<file path="src/rtl/idma_nd3_midend.sv">
// idma_nd3_midend: expands one 3D job (a base 1D burst plus two outer
// repetition dimensions) into a stream of 1D bursts for the backend. It counts
// the bursts the backend has not yet completed and returns one done handshake
// per job.
// Optional feature macro: IDMA_ND_ZERO_LEN_SKIP_EN. When it is defined,
// zero-length jobs complete without issuing any burst.
module idma_nd3_midend #(
  parameter int unsigned AddrWidth      = 32,
  parameter int unsigned LenWidth       = 32,
  parameter int unsigned RepWidth       = 32,
  parameter int unsigned MaxOutstanding = 8
) (
  input  logic                   clk_i,
  input  logic                   rst_ni,
  input  logic                   nd_valid_i,
  output logic                   nd_ready_o,
  input  logic [LenWidth-1:0]    nd_len_i,
  input  logic [AddrWidth-1:0]   nd_src_i,
  input  logic [AddrWidth-1:0]   nd_dst_i,
  input  logic [2*RepWidth-1:0]  nd_reps_i,
  input  logic [2*AddrWidth-1:0] nd_src_str_i,
  input  logic [2*AddrWidth-1:0] nd_dst_str_i,
  output logic                   burst_valid_o,
  input  logic                   burst_ready_i,
  output logic [LenWidth-1:0]    burst_len_o,
  output logic [AddrWidth-1:0]   burst_src_o,
  output logic [AddrWidth-1:0]   burst_dst_o,
  input  logic                   burst_done_i,
  output logic                   nd_done_valid_o,
  input  logic                   nd_done_ready_i,
  output logic                   busy_o
);

  localparam int unsigned CntWidth = $clog2(MaxOutstanding + 1);
  localparam logic [CntWidth-1:0] MaxCnt = CntWidth'(MaxOutstanding);
  localparam logic [CntWidth-1:0] CntOne = CntWidth'(1);
  localparam logic [RepWidth-1:0] RepOne = RepWidth'(1);

  typedef enum logic [1:0] {
    StIdle  = 2'd0,
    StIssue = 2'd1,
    StDrain = 2'd2,
    StDone  = 2'd3
  } state_e;

  state_e                 state_q, state_d;
  logic [LenWidth-1:0]    len_q, len_d;
  logic [AddrWidth-1:0]   src_row_q, src_row_d, dst_row_q, dst_row_d;
  logic [AddrWidth-1:0]   src_cur_q, src_cur_d, dst_cur_q, dst_cur_d;
  logic [AddrWidth-1:0]   src_s0_q, src_s0_d, src_s1_q, src_s1_d;
  logic [AddrWidth-1:0]   dst_s0_q, dst_s0_d, dst_s1_q, dst_s1_d;
  logic [RepWidth-1:0]    r0_q, r0_d, r1_q, r1_d, i0_q, i0_d, i1_q, i1_d;
  logic [CntWidth-1:0]    out_q, out_d;
  logic                   burst_hs_s, done_take_s, i0_wrap_s, last_s;
  logic [RepWidth-1:0]    reps0_s, reps1_s;

  // All outputs are decoded directly from registered state.
  assign nd_ready_o      = (state_q == StIdle);
  assign busy_o          = (state_q != StIdle);
  assign nd_done_valid_o = (state_q == StDone);
  assign burst_valid_o   = (state_q == StIssue) && (out_q < MaxCnt);
  assign burst_len_o     = len_q;
  assign burst_src_o     = src_cur_q;
  assign burst_dst_o     = dst_cur_q;

  assign burst_hs_s  = burst_valid_o && burst_ready_i;
  // A completion with nothing outstanding is stale (e.g. from before a reset).
  assign done_take_s = burst_done_i && (out_q != {CntWidth{1'b0}});
  assign i0_wrap_s   = (i0_q == (r0_q - RepOne));
  assign last_s      = i0_wrap_s && (i1_q == (r1_q - RepOne));
  // A repetition count of zero means one pass through that dimension.
  assign reps0_s = (nd_reps_i[RepWidth-1:0] == {RepWidth{1'b0}}) ?
                   RepOne : nd_reps_i[RepWidth-1:0];
  assign reps1_s = (nd_reps_i[2*RepWidth-1:RepWidth] == {RepWidth{1'b0}}) ?
                   RepOne : nd_reps_i[2*RepWidth-1:RepWidth];

  // Outstanding-burst counter: a handshake and a completion in the same cycle cancel.
  always_comb begin
    out_d = out_q;
    if (burst_hs_s && !done_take_s) begin
      out_d = out_q + CntOne;
    end else if (!burst_hs_s && done_take_s) begin
      out_d = out_q - CntOne;
    end else begin
      out_d = out_q;
    end
  end

  // Job sequencing and incremental address generation (dim0 inner, dim1 outer).
  always_comb begin
    state_d   = state_q;
    len_d     = len_q;
    src_row_d = src_row_q;
    dst_row_d = dst_row_q;
    src_cur_d = src_cur_q;
    dst_cur_d = dst_cur_q;
    src_s0_d  = src_s0_q;
    src_s1_d  = src_s1_q;
    dst_s0_d  = dst_s0_q;
    dst_s1_d  = dst_s1_q;
    r0_d      = r0_q;
    r1_d      = r1_q;
    i0_d      = i0_q;
    i1_d      = i1_q;
    case (state_q)
      StIdle: begin
        if (nd_valid_i) begin
          len_d     = nd_len_i;
          src_row_d = nd_src_i;
          dst_row_d = nd_dst_i;
          src_cur_d = nd_src_i;
          dst_cur_d = nd_dst_i;
          src_s0_d  = nd_src_str_i[AddrWidth-1:0];
          src_s1_d  = nd_src_str_i[2*AddrWidth-1:AddrWidth];
          dst_s0_d  = nd_dst_str_i[AddrWidth-1:0];
          dst_s1_d  = nd_dst_str_i[2*AddrWidth-1:AddrWidth];
          r0_d      = reps0_s;
          r1_d      = reps1_s;
          i0_d      = {RepWidth{1'b0}};
          i1_d      = {RepWidth{1'b0}};
`ifdef IDMA_ND_ZERO_LEN_SKIP_EN
          if (nd_len_i == {LenWidth{1'b0}}) begin
            state_d = StDone;
          end else begin
            state_d = StIssue;
          end
`else
          state_d = StIssue;
`endif
        end else begin
          state_d = StIdle;
        end
      end
      StIssue: begin
        if (burst_hs_s) begin
          if (i0_wrap_s) begin
            i0_d = {RepWidth{1'b0}};
            if (last_s) begin
              state_d = StDrain;
            end else begin
              // Advance to the next row and restart the inner dimension there.
              i1_d      = i1_q + RepOne;
              src_row_d = src_row_q + src_s1_q;
              dst_row_d = dst_row_q + dst_s1_q;
              src_cur_d = src_row_q + src_s1_q;
              dst_cur_d = dst_row_q + dst_s1_q;
            end
          end else begin
            i0_d      = i0_q + RepOne;
            src_cur_d = src_cur_q + src_s0_q;
            dst_cur_d = dst_cur_q + dst_s0_q;
          end
        end else begin
          state_d = StIssue;
        end
      end
      StDrain: begin
        if (out_d == {CntWidth{1'b0}}) begin
          state_d = StDone;
        end else begin
          state_d = StDrain;
        end
      end
      StDone: begin
        if (nd_done_ready_i) begin
          state_d = StIdle;
        end else begin
          state_d = StDone;
        end
      end
      default: begin
        state_d = StIdle;
      end
    endcase
  end

  // State, job fields and counters; reset discards any job in flight.
  always_ff @(posedge clk_i or negedge rst_ni) begin
    if (!rst_ni) begin
      state_q   <= StIdle;
      len_q     <= {LenWidth{1'b0}};
      src_row_q <= {AddrWidth{1'b0}};
      dst_row_q <= {AddrWidth{1'b0}};
      src_cur_q <= {AddrWidth{1'b0}};
      dst_cur_q <= {AddrWidth{1'b0}};
      src_s0_q  <= {AddrWidth{1'b0}};
      src_s1_q  <= {AddrWidth{1'b0}};
      dst_s0_q  <= {AddrWidth{1'b0}};
      dst_s1_q  <= {AddrWidth{1'b0}};
      r0_q      <= {RepWidth{1'b0}};
      r1_q      <= {RepWidth{1'b0}};
      i0_q      <= {RepWidth{1'b0}};
      i1_q      <= {RepWidth{1'b0}};
      out_q     <= {CntWidth{1'b0}};
    end else begin
      state_q   <= state_d;
      len_q     <= len_d;
      src_row_q <= src_row_d;
      dst_row_q <= dst_row_d;
      src_cur_q <= src_cur_d;
      dst_cur_q <= dst_cur_d;
      src_s0_q  <= src_s0_d;
      src_s1_q  <= src_s1_d;
      dst_s0_q  <= dst_s0_d;
      dst_s1_q  <= dst_s1_d;
      r0_q      <= r0_d;
      r1_q      <= r1_d;
      i0_q      <= i0_d;
      i1_q      <= i1_d;
      out_q     <= out_d;
    end
  end

endmodule

</file>
<file path="config.mk">
export PLATFORM = sky130hd
export DESIGN_NAME = idma_nd3_midend
export DESIGN_NICKNAME = d
export VERILOG_FILES = /design/src/rtl/idma_nd3_midend.sv
export SDC_FILE = /design/constraint.sdc
export NUM_CORES = 1
export LEC_CHECK = 0
export BUFFER_PORTS_ARGS = -buffer_cell sky130_fd_sc_hd__buf_2
export CAP_MARGIN = 15
export CORE_MARGIN = 2
export CORE_UTILIZATION = 32
export DETAILED_ROUTE_END_ITERATION = 10
export GPL_ROUTABILITY_DRIVEN = 0
export PLACE_DENSITY_LB_ADDON = 0.2
export REMOVE_ABC_BUFFERS = 1
export SYNTH_ARGS = -nofsm -noshare
export SYNTH_HDL_FRONTEND = slang
export SYNTH_SLANG_ARGS = --single-unit
</file>
<file path="constraint.sdc">
create_clock -name clk_i -period 3.5 [get_ports clk_i]
set_input_delay 0.7 -clock clk_i [delete_from_list [all_inputs] [get_ports clk_i]]
set_output_delay 0.7 -clock clk_i [all_outputs]
set_load 0.005 [all_outputs]
</file>
==> summary by stage, run 1 <==
Global route
Global routing used 20.57% of the available tracks. The pin count of the biggest net entering global routing is ~130. The number of antenna violations at the first check in global routing was 0. The first global-routing pass estimated 139.4 mm of wire.

The via count of the first global-routing pass came to approximately 24000. The total overflow left after global routing is 0.

Power
The power density normalized to cell area is roughly 1100 nW/um^2. The peak ir drop on the vdd network is ~0.41 mV. The design draws ~37 mW.

Summed over all cells, the static leakage comes to 17.11 nW.

Clock tree
The clock slew seen by the registers of the worst setup and hold paths is 60 ps. TritonCTS built the clock tree. Counting the buffers created by CTS gives between 50 and 60. The longest clock path from root to sink contains 3 buffers. The clock tree synthesis step divided the H-tree into 2 levels. Buffers inserted to repair hold after CTS numbered 0. The clock latency at the later pin of the worst-skew pair is 620 ps. The clock net in this run drives a total of 422 sinks. The master cell of the clock root buffer is clkbuf_16.

Run status
The run finished, with violations left. The checks that failed: setup timing.

Detailed routing
The final routed DRC violation total is 0. The violation count after the first detailed-routing iteration is approximately 1300. The routed design has 92.46 mm of wire.

Dividing the detail-routed via count by the number of cells gives 4.994. The average routed wire per standard cell is 18.49 um. Once detail routing completed, the nets flagged for antenna violations numbered 0. The first detailed-routing pass ran for 5 iterations. The routed via count is ~25000.

Synth
The area of the mapped netlist is 26790 um^2. The synthesized-area fraction occupied by ao, oa, aoi and oai cells is between 10% and 20%. The area share of xor/xnor cells in the synthesized design is between 7 and 8%.

The share of cell area taken by muxes after synthesis is 3.162%. Yosys mapped the design onto 88 distinct sky130hd cell types. By area, the combinational part of the netlist is dominated by simple AND/OR/NAND/NOR gates. The cell count after synthesis is approximately 3200. The flop and latch count out of synthesis is 422. Summing the areas of all and, or, nand and nor instances in the mapped netlist gives 24.49% of the synthesized area.

After Yosys synthesis, full adders, half adders and majority gates account for under 10% of the synthesized area. Yosys printed 0 warnings. The count of flip-flops with a built-in enable after synthesis is 0. In the synthesized netlist the dominant register cell turns out to be dfrtp_1. Sequential elements use 39.42% of the synthesized area. A synthesized cell averages 8.300 um^2.

The fraction of synthesis flops using an asynchronous set or reset pin is 100.0%.

Cells and area
The fill cell instance count of the final layout is about 8500. Once layout is complete, the cells apart from fillers number between 5000 and 6000. For this run, the post-layout net count is ~4300. The most frequent standard cell in the layout excluding fill and tap cells is nand2_1. From synthesis to final layout, the design area changed by 31.64%. In the layout the commonest cells are 875 x nand2_1, 422 x dfrtp_1, 392 x buf_2.

Of the cells placed in the final design, the portion with a size suffix greater than 1 is roughly 25%.

Timing
In the finished design, the share of the clock period the worst path needs comes to 107.7%. The normalized max-slew margin is 54.08%. The final hold violation count is 0.

Between clock sinks in the finished design, the worst skew comes to approximately 34 ps. The slew at the pin closest to its max-slew limit is between 600 and 700 ps. Setup repair after global routing could not meet its margin everywhere.

The setup-violating endpoint count in the final report is 162. The count of final max-slew check failures is 0. Derived from the worst setup path, the maximum achievable clock frequency is ~270 MHz. The smallest clock period supported by the final layout is computed as between 3000 and 4000 ps.

Setup slack on the critical path of the routed design comes to -269.2 ps.

Job
The max-capacitance violation count is 0.

Placed design
Input and output buffers added on the ports amount to 393. The HPWL after detailed placement is approximately 67 mm. Before CTS, the worst setup slack after placement is -505.6 ps.

Including well taps, the total number of placed cells is ~4800.

Die
Once the floorplan was initialized, standard cells occupied roughly 32% of the core. The floorplan core area is 83290 um^2. The floorplan has 106 rows.

The number of primary I/O pins is roughly 390. The x dimension of the die is 293.3 um. The die covers roughly 86000 um^2. Measured along the y axis, the die boundary spans 293.3 um.

Critical path
The class of the most critical setup path is reg -> reg. STA puts the critical path data required time at around 4000 ps. In this run the worst path has a maximum fanout of 8. The critical path endpoint category is a register. The depth of the most critical reg-to-reg path is 16. The startpoint type of the worst setup path is a register. The arrival time of the worst setup path is between 4000 and 5000 ps.

Hold path
The worst hold path belongs to the class in -> async.
logic make-up (layout without fill, tap and decap cells):
group                      Yosys count  count (layout)
and+or+nand+nor                   1491            1491
AOI/OAI and AO/OA                  660             660
DFF                                422             422
xor gates and xnor gates           235             235
buffers and inverters              211             904
adders and majority gates          134             134
muxes                               74              74
other                                0               1
layer usage:
layer  routed length [um]  GRT usage, %  up-vias
met5                    0             0        -
met4                 1604         4.393        0
met3                 4019         3.283       83
met2                44690         35.14      432
met1                42150         27.33    11930
li1                     -             -    12530
path summary, 6_finish.rpt:
path | start | end | slack (ps)
worst max-delay path | r0_q[9] | burst_dst_o[3] | -270
worst max register to register | r0_q[9] | burst_dst_o[3] | -270
worst min register to register | burst_len_o[0] | burst_len_o[0] | 470
min in group clk_i | nd_src_str_i[57] | src_s1_q[25] | 260
worst min-delay path | rst_ni | state_q[1] | 40
max in group asynchronous | rst_ni | src_row_q[24] | 2570
synthesized netlist by cell type (19+ instances only):
| cell | number | share of area, % |
|---|---|---|
| a31oi_1 | 46 | 1.1 |
| o211ai_1 | 23 | 0.64 |
| nand2_1 | 883 | 12 |
| mux2_2 | 43 | 1.8 |
| and3_1 | 32 | 0.75 |
| buf_2 | 31 | 0.58 |
| nand3_1 | 52 | 0.97 |
| clkbuf_1 | 102 | 1.4 |
| inv_1 | 70 | 0.98 |
| nand4_1 | 47 | 1.1 |
| dfrtp_1 | 422 | 39 |
| nor2_1 | 244 | 3.4 |
| ha_1 | 130 | 6.1 |
| o21a_1 | 28 | 0.78 |
| a211oi_1 | 27 | 0.76 |
| and2_1 | 20 | 0.47 |
| xor2_1 | 106 | 3.5 |
| a21oi_1 | 160 | 3.0 |
| o21ai_0 | 171 | 3.2 |
| a21o_1 | 55 | 1.5 |
| xnor2_1 | 129 | 4.2 |
| nand2b_1 | 28 | 0.65 |
| mux2i_1 | 19 | 0.71 |
| nor3_1 | 44 | 0.82 |
| nor4_1 | 44 | 1.0 |
repair_timing:
| action | 4_1_cts | 5_1_grt |
|---|---|---|
| cloned | 5 | 9 |
| pin swaps | 33 | 26 |
| setup buffers | 26 | 17 |
| setup endpoints to repair | 193 | 193 |
| resized for setup | 72 | 83 |
where the power goes:
part           switching (mW)  total (mW)  internal (mW)
clock                    2.37        5.87           3.50
sequential               1.55        8.49           6.94
combinational            12.4        23.1           10.7
total                    16.3        37.5           21.1
area by class of cell:
type / instances / area, um^2 / share of cell area, %
inverters: 70 / 262.8 / 0.7452
repair buffers: 731 / 5361 / 15.21
clock buffers: 78 / 1573 / 4.460
flip-flops and latches: 422 / 10560 / 29.95
diodes: 1 / 2.502 / 0.007097
multi-input cells: 2594 / 15860 / 44.98
clock inverters: 25 / 287.8 / 0.8162
well taps: 1080 / 1351 / 3.832
registers in the layout, indices dropped and copies added (netlist names), 32 cells and up:
register     flops
burst_dst_o     32
burst_len_o     32
burst_src_o     32
dst_row_q       32
dst_s0_q        32
dst_s1_q        32
i0_q            32
i1_q            32
r0_q            32
r1_q            32
src_row_q       32
src_s0_q        32
src_s1_q        32
stage by stage:
step	setup TNS, ps	util [%]	hold WS [ps]	area [um^2]
after global routing	-48180	42.33	45.70	35260
after detailed placement	-56190	38.47	456.4	32050
after CTS	-17750	41.47	13.98	34540
after floorplan	-1155310	-	404.4	26200
final	-18390	42.33	37.34	35260
after global placement	-54340	38.47	453.1	32050
worst max-delay path, stage by stage (launching register included):
cell and delay (ps):
dfrtp_1 420, buf_4 150, or4_4 440, nor4_4 340, o21ai_1 110, o311a_1 140
or4_4 550, nor4_4 160, buf_6 160, nand2_4 70, nor3_4 180, buf_6 130
a21oi_4 50, buf_12 170, buf_12 140, buf_16 140, mux2_4 290
(Power assumes the default switching activity.)
==> run 2: changes to the inputs <==
--- a/config.mk
+++ b/config.mk
@@ -11,8 +11,10 @@
 export CORE_UTILIZATION = 32
 export DETAILED_ROUTE_END_ITERATION = 10
 export GPL_ROUTABILITY_DRIVEN = 0
+export HOLD_SLACK_MARGIN = 0.12
 export PLACE_DENSITY_LB_ADDON = 0.2
 export REMOVE_ABC_BUFFERS = 1
+export SKIP_LAST_GASP = 1
 export SYNTH_ARGS = -nofsm -noshare
 export SYNTH_HDL_FRONTEND = slang
 export SYNTH_SLANG_ARGS = --single-unit
==> summary by stage, run 2 (synthesized netlist as in run 1, its figures left out) <==
Cells and area
The sequential cell area was 10560 um^2 (unchanged). Highest-count cells in the layout ignoring fill and taps: 876 x nand2_1, 422 x dfrtp_1, 392 x buf_2 (was 875 x nand2_1, 422 x dfrtp_1, 392 x buf_2). The ratio of cells with drive above 1 in the final layout is 24.90% (was 25.03%). The final design utilization is 41.99% (was 42.33%). The multi-input combinational cell area was 15880 um^2 (was 15860 um^2). The fill cell instance count of the final layout came to 8498 (was 8467).

The area added between synthesis and finish came to 30.58% (was 31.64%). The net total in the final layout was 4289 (was 4302). The most frequent standard cell in the layout excluding fill and tap cells is nand2_1 (unchanged). The antenna cell count was 0 (was 1).

Detailed routing
The mean number of vias per cell was 4.990 (was 4.994). The final wirelength was 91.29 mm (was 92.46 mm). The final routed DRC violation total was 0 (unchanged). The first-pass iteration count of the detailed router is 5 (unchanged). The violation count after the first detailed-routing iteration is 1148 (was 1255). The average routed wire per standard cell is 18.30 um (was 18.49 um). The routed via count was 24880 (was 24980).

The remaining antenna violation count came to 0 (unchanged).

Timing
The minimum clock period was 3760 ps (was 3769 ps). The count of final max-slew check failures is 0 (unchanged). The setup-violating endpoint count in the final report is 147 (was 162). Unrepaired setup endpoints after global routing: yes (unchanged). The worst clock skew is 26.21 ps (was 33.86 ps). The final-layout worst hold slack came to 267.1 ps (was 37.34 ps). The upper clock frequency limit is 265.9 MHz (was 265.3 MHz).

The final hold violation count came to 0 (unchanged). The post-route clock period utilization is 107.4% (was 107.7%). The normalized max-slew margin is 54.16% (was 54.08%). The final worst-path setup slack came to -260.1 ps (was -269.2 ps). The slew at the pin closest to its max-slew limit is 687.7 ps (was 688.7 ps).

Hold path
The path category of the worst min-delay check is in -> reg (was in -> async).

Critical path
The slowest stage cell on the critical path is or4b_2 (was or4_4). The critical path's top delay family is simple AND/OR/NAND/NOR gates (unchanged). Critical-path cell list: buf_4 -> buf_4 -> nor4_2 -> and4_1 -> nand2_2 -> or4b_2 -> a2111o_1 -> buf_6 -> nor3_4 -> buf_6 -> a21oi_4 -> buf_12 -> buf_12 -> buf_16 -> mux2_4 (was buf_4 -> or4_4 -> nor4_4 -> o21ai_1 -> o311a_1 -> or4_4 -> nor4_4 -> buf_6 -> nand2_4 -> nor3_4 -> buf_6 -> a21oi_4 -> buf_12 -> buf_12 -> buf_16 -> mux2_4). The largest stage delay on the critical path is 660 ps (was 550 ps). The number of buffer and inverter stages on the critical path was 7 (was 6). The arrival time of the worst setup path is 4260 ps (was 4270 ps). The worst-path maximum fanout is 8 (unchanged). The required time at the endpoint of the critical path is 4000 ps (about the same). The class of the most critical setup path was reg -> reg (unchanged). The critical path endpoint category is a register (unchanged). The startpoint type of the worst setup path is a register (unchanged).

Clock tree
The clock latency at the later pin of the worst-skew pair is 620 ps (about the same). The maximum number of buffers from clock root to sink is 3 (unchanged). The clock slew seen by the registers of the worst setup and hold paths is 70 ps (was 60 ps). The number of clock sinks seen by CTS is 422 (unchanged). The deepest level of the CTS H-tree was 2 (unchanged).

The master cell of the clock root buffer is clkbuf_16 (unchanged). The clock tree from TritonCTS is built (unchanged). The total CTS buffers is 55 (unchanged).

Die
The x dimension of the die came to 293.3 um (unchanged). The initial standard-cell utilization of the core is 32.16% (unchanged). The height of the die was 293.3 um (unchanged).

The floorplan core area came to 83290 um^2 (unchanged). The die area is 86040 um^2 (unchanged). The number of primary I/O pins was 394 (unchanged). The number of standard-cell rows in the floorplan is 106 (unchanged).

Power
The peak ir drop on the vdd network is 0.4059 mV (was 0.4074 mV). The static leakage is 16.98 nW (was 17.11 nW). The power density normalized to cell area came to 1062 nW/um^2 (was 1063 nW/um^2). The post-route total power is 37.16 mW (was 37.49 mW).

Run status
Violations in the final reports: setup timing (unchanged). Outcome: finished, violations left (unchanged).

Global route
The most crowded layer after global routing is met2 (unchanged). The via count of the first global-routing pass is 24380 (about the same). The number of antenna violations at the first check in global routing was 0 (unchanged). The met3 demand-to-capacity share in global routing was 3.283% (unchanged). The first-pass GRT wire length came to 139.4 mm (about the same). The met2 routing resource usage after global routing came to 35.14% (unchanged). The met1 usage is 27.32% (was 27.33%). The pin count of the biggest net entering global routing was 134 (unchanged). The total overflow reported by the global router is 0 (unchanged). The total routing usage reported by global routing is 20.56% (was 20.57%).

Placed design
The number of buffer cells added on primary ports is 393 (unchanged). The HPWL after detailed placement is 67.50 mm (unchanged). The post-placement setup slack came to -505.6 ps (unchanged).

Job
The max-capacitance violation count is 0 (unchanged).
-- run 2: final cells by class --
| cell class | instances | area share, % |
|---|---|---|
| clock inverters | 25 | 0.8228 |
| inverters | 70 | 0.7512 |
| multi-input cells | 2594 | 45.41 |
| flip-flops and latches | 422 | 30.19 |
| repair buffers | 718 | 14.46 |
| well taps | 1080 | 3.864 |
| clock buffers | 78 | 4.497 |
-- run 2: worst paths after layout --
| check | endpoint | from | cells past startpoint | slack (ps) |
|---|---|---|---|---|
| max in group asynchronous | src_row_q[24] | rst_ni | 3 | 1930 |
| min reg2reg | burst_len_o[16] | burst_len_o[16] | 2 | 470 |
| min | src_s1_q[25] | nd_src_str_i[57] | 3 | 270 |
| max | burst_dst_o[3] | r1_q[3] | 15 | -260 |
| min in group asynchronous | state_q[1] | rst_ni | 2 | 680 |
| max reg2reg | burst_dst_o[3] | r1_q[3] | 15 | -260 |
-- run 2: repair_timing --
item,in CTS,in global routing
buffers inserted,26,10
gates cloned,5,4
pin swaps,32,22
endpoints found under the setup margin,193,193
gates resized for setup,64,74
hold endpoints to repair,54,0
hold buffers,1,0
-- run 2: stage by stage --
stage	TNS [ps]	area (um^2)	instances
2_1_floorplan	-1155310	26200	3086
3_3_place_gp	-54340	32050	4842
3_5_place_dp	-56190	32050	4842
4_1_cts	-17910	34520	4975
5_1_grt	-44340	34980	4987
6_report	-15960	34980	4987
-- run 2: worst min-delay path, stage by stage --
cell and delay, ps:
buf_2 70, nand2_1 40, nand2_1 40
-- run 2: where the power goes --
part | total (mW) | internal (mW) | switching [mW] | leakage (nW)
logic | 22.8 | 10.5 | 12.3 | 10.8
clock network | 5.87 | 3.50 | 2.37 | 0.900
registers | 8.49 | 6.94 | 1.55 | 5.25
total | 37.2 | 20.9 | 16.2 | 17.0
-- run 2: layer usage --
metal  vias to the layer above  part of all wire [%]
met2                       418                    48
met3                        93                   4.3
met5                         -                     0
met1                     11870                    46
met4                         0                   1.9
li1                      12500                     -
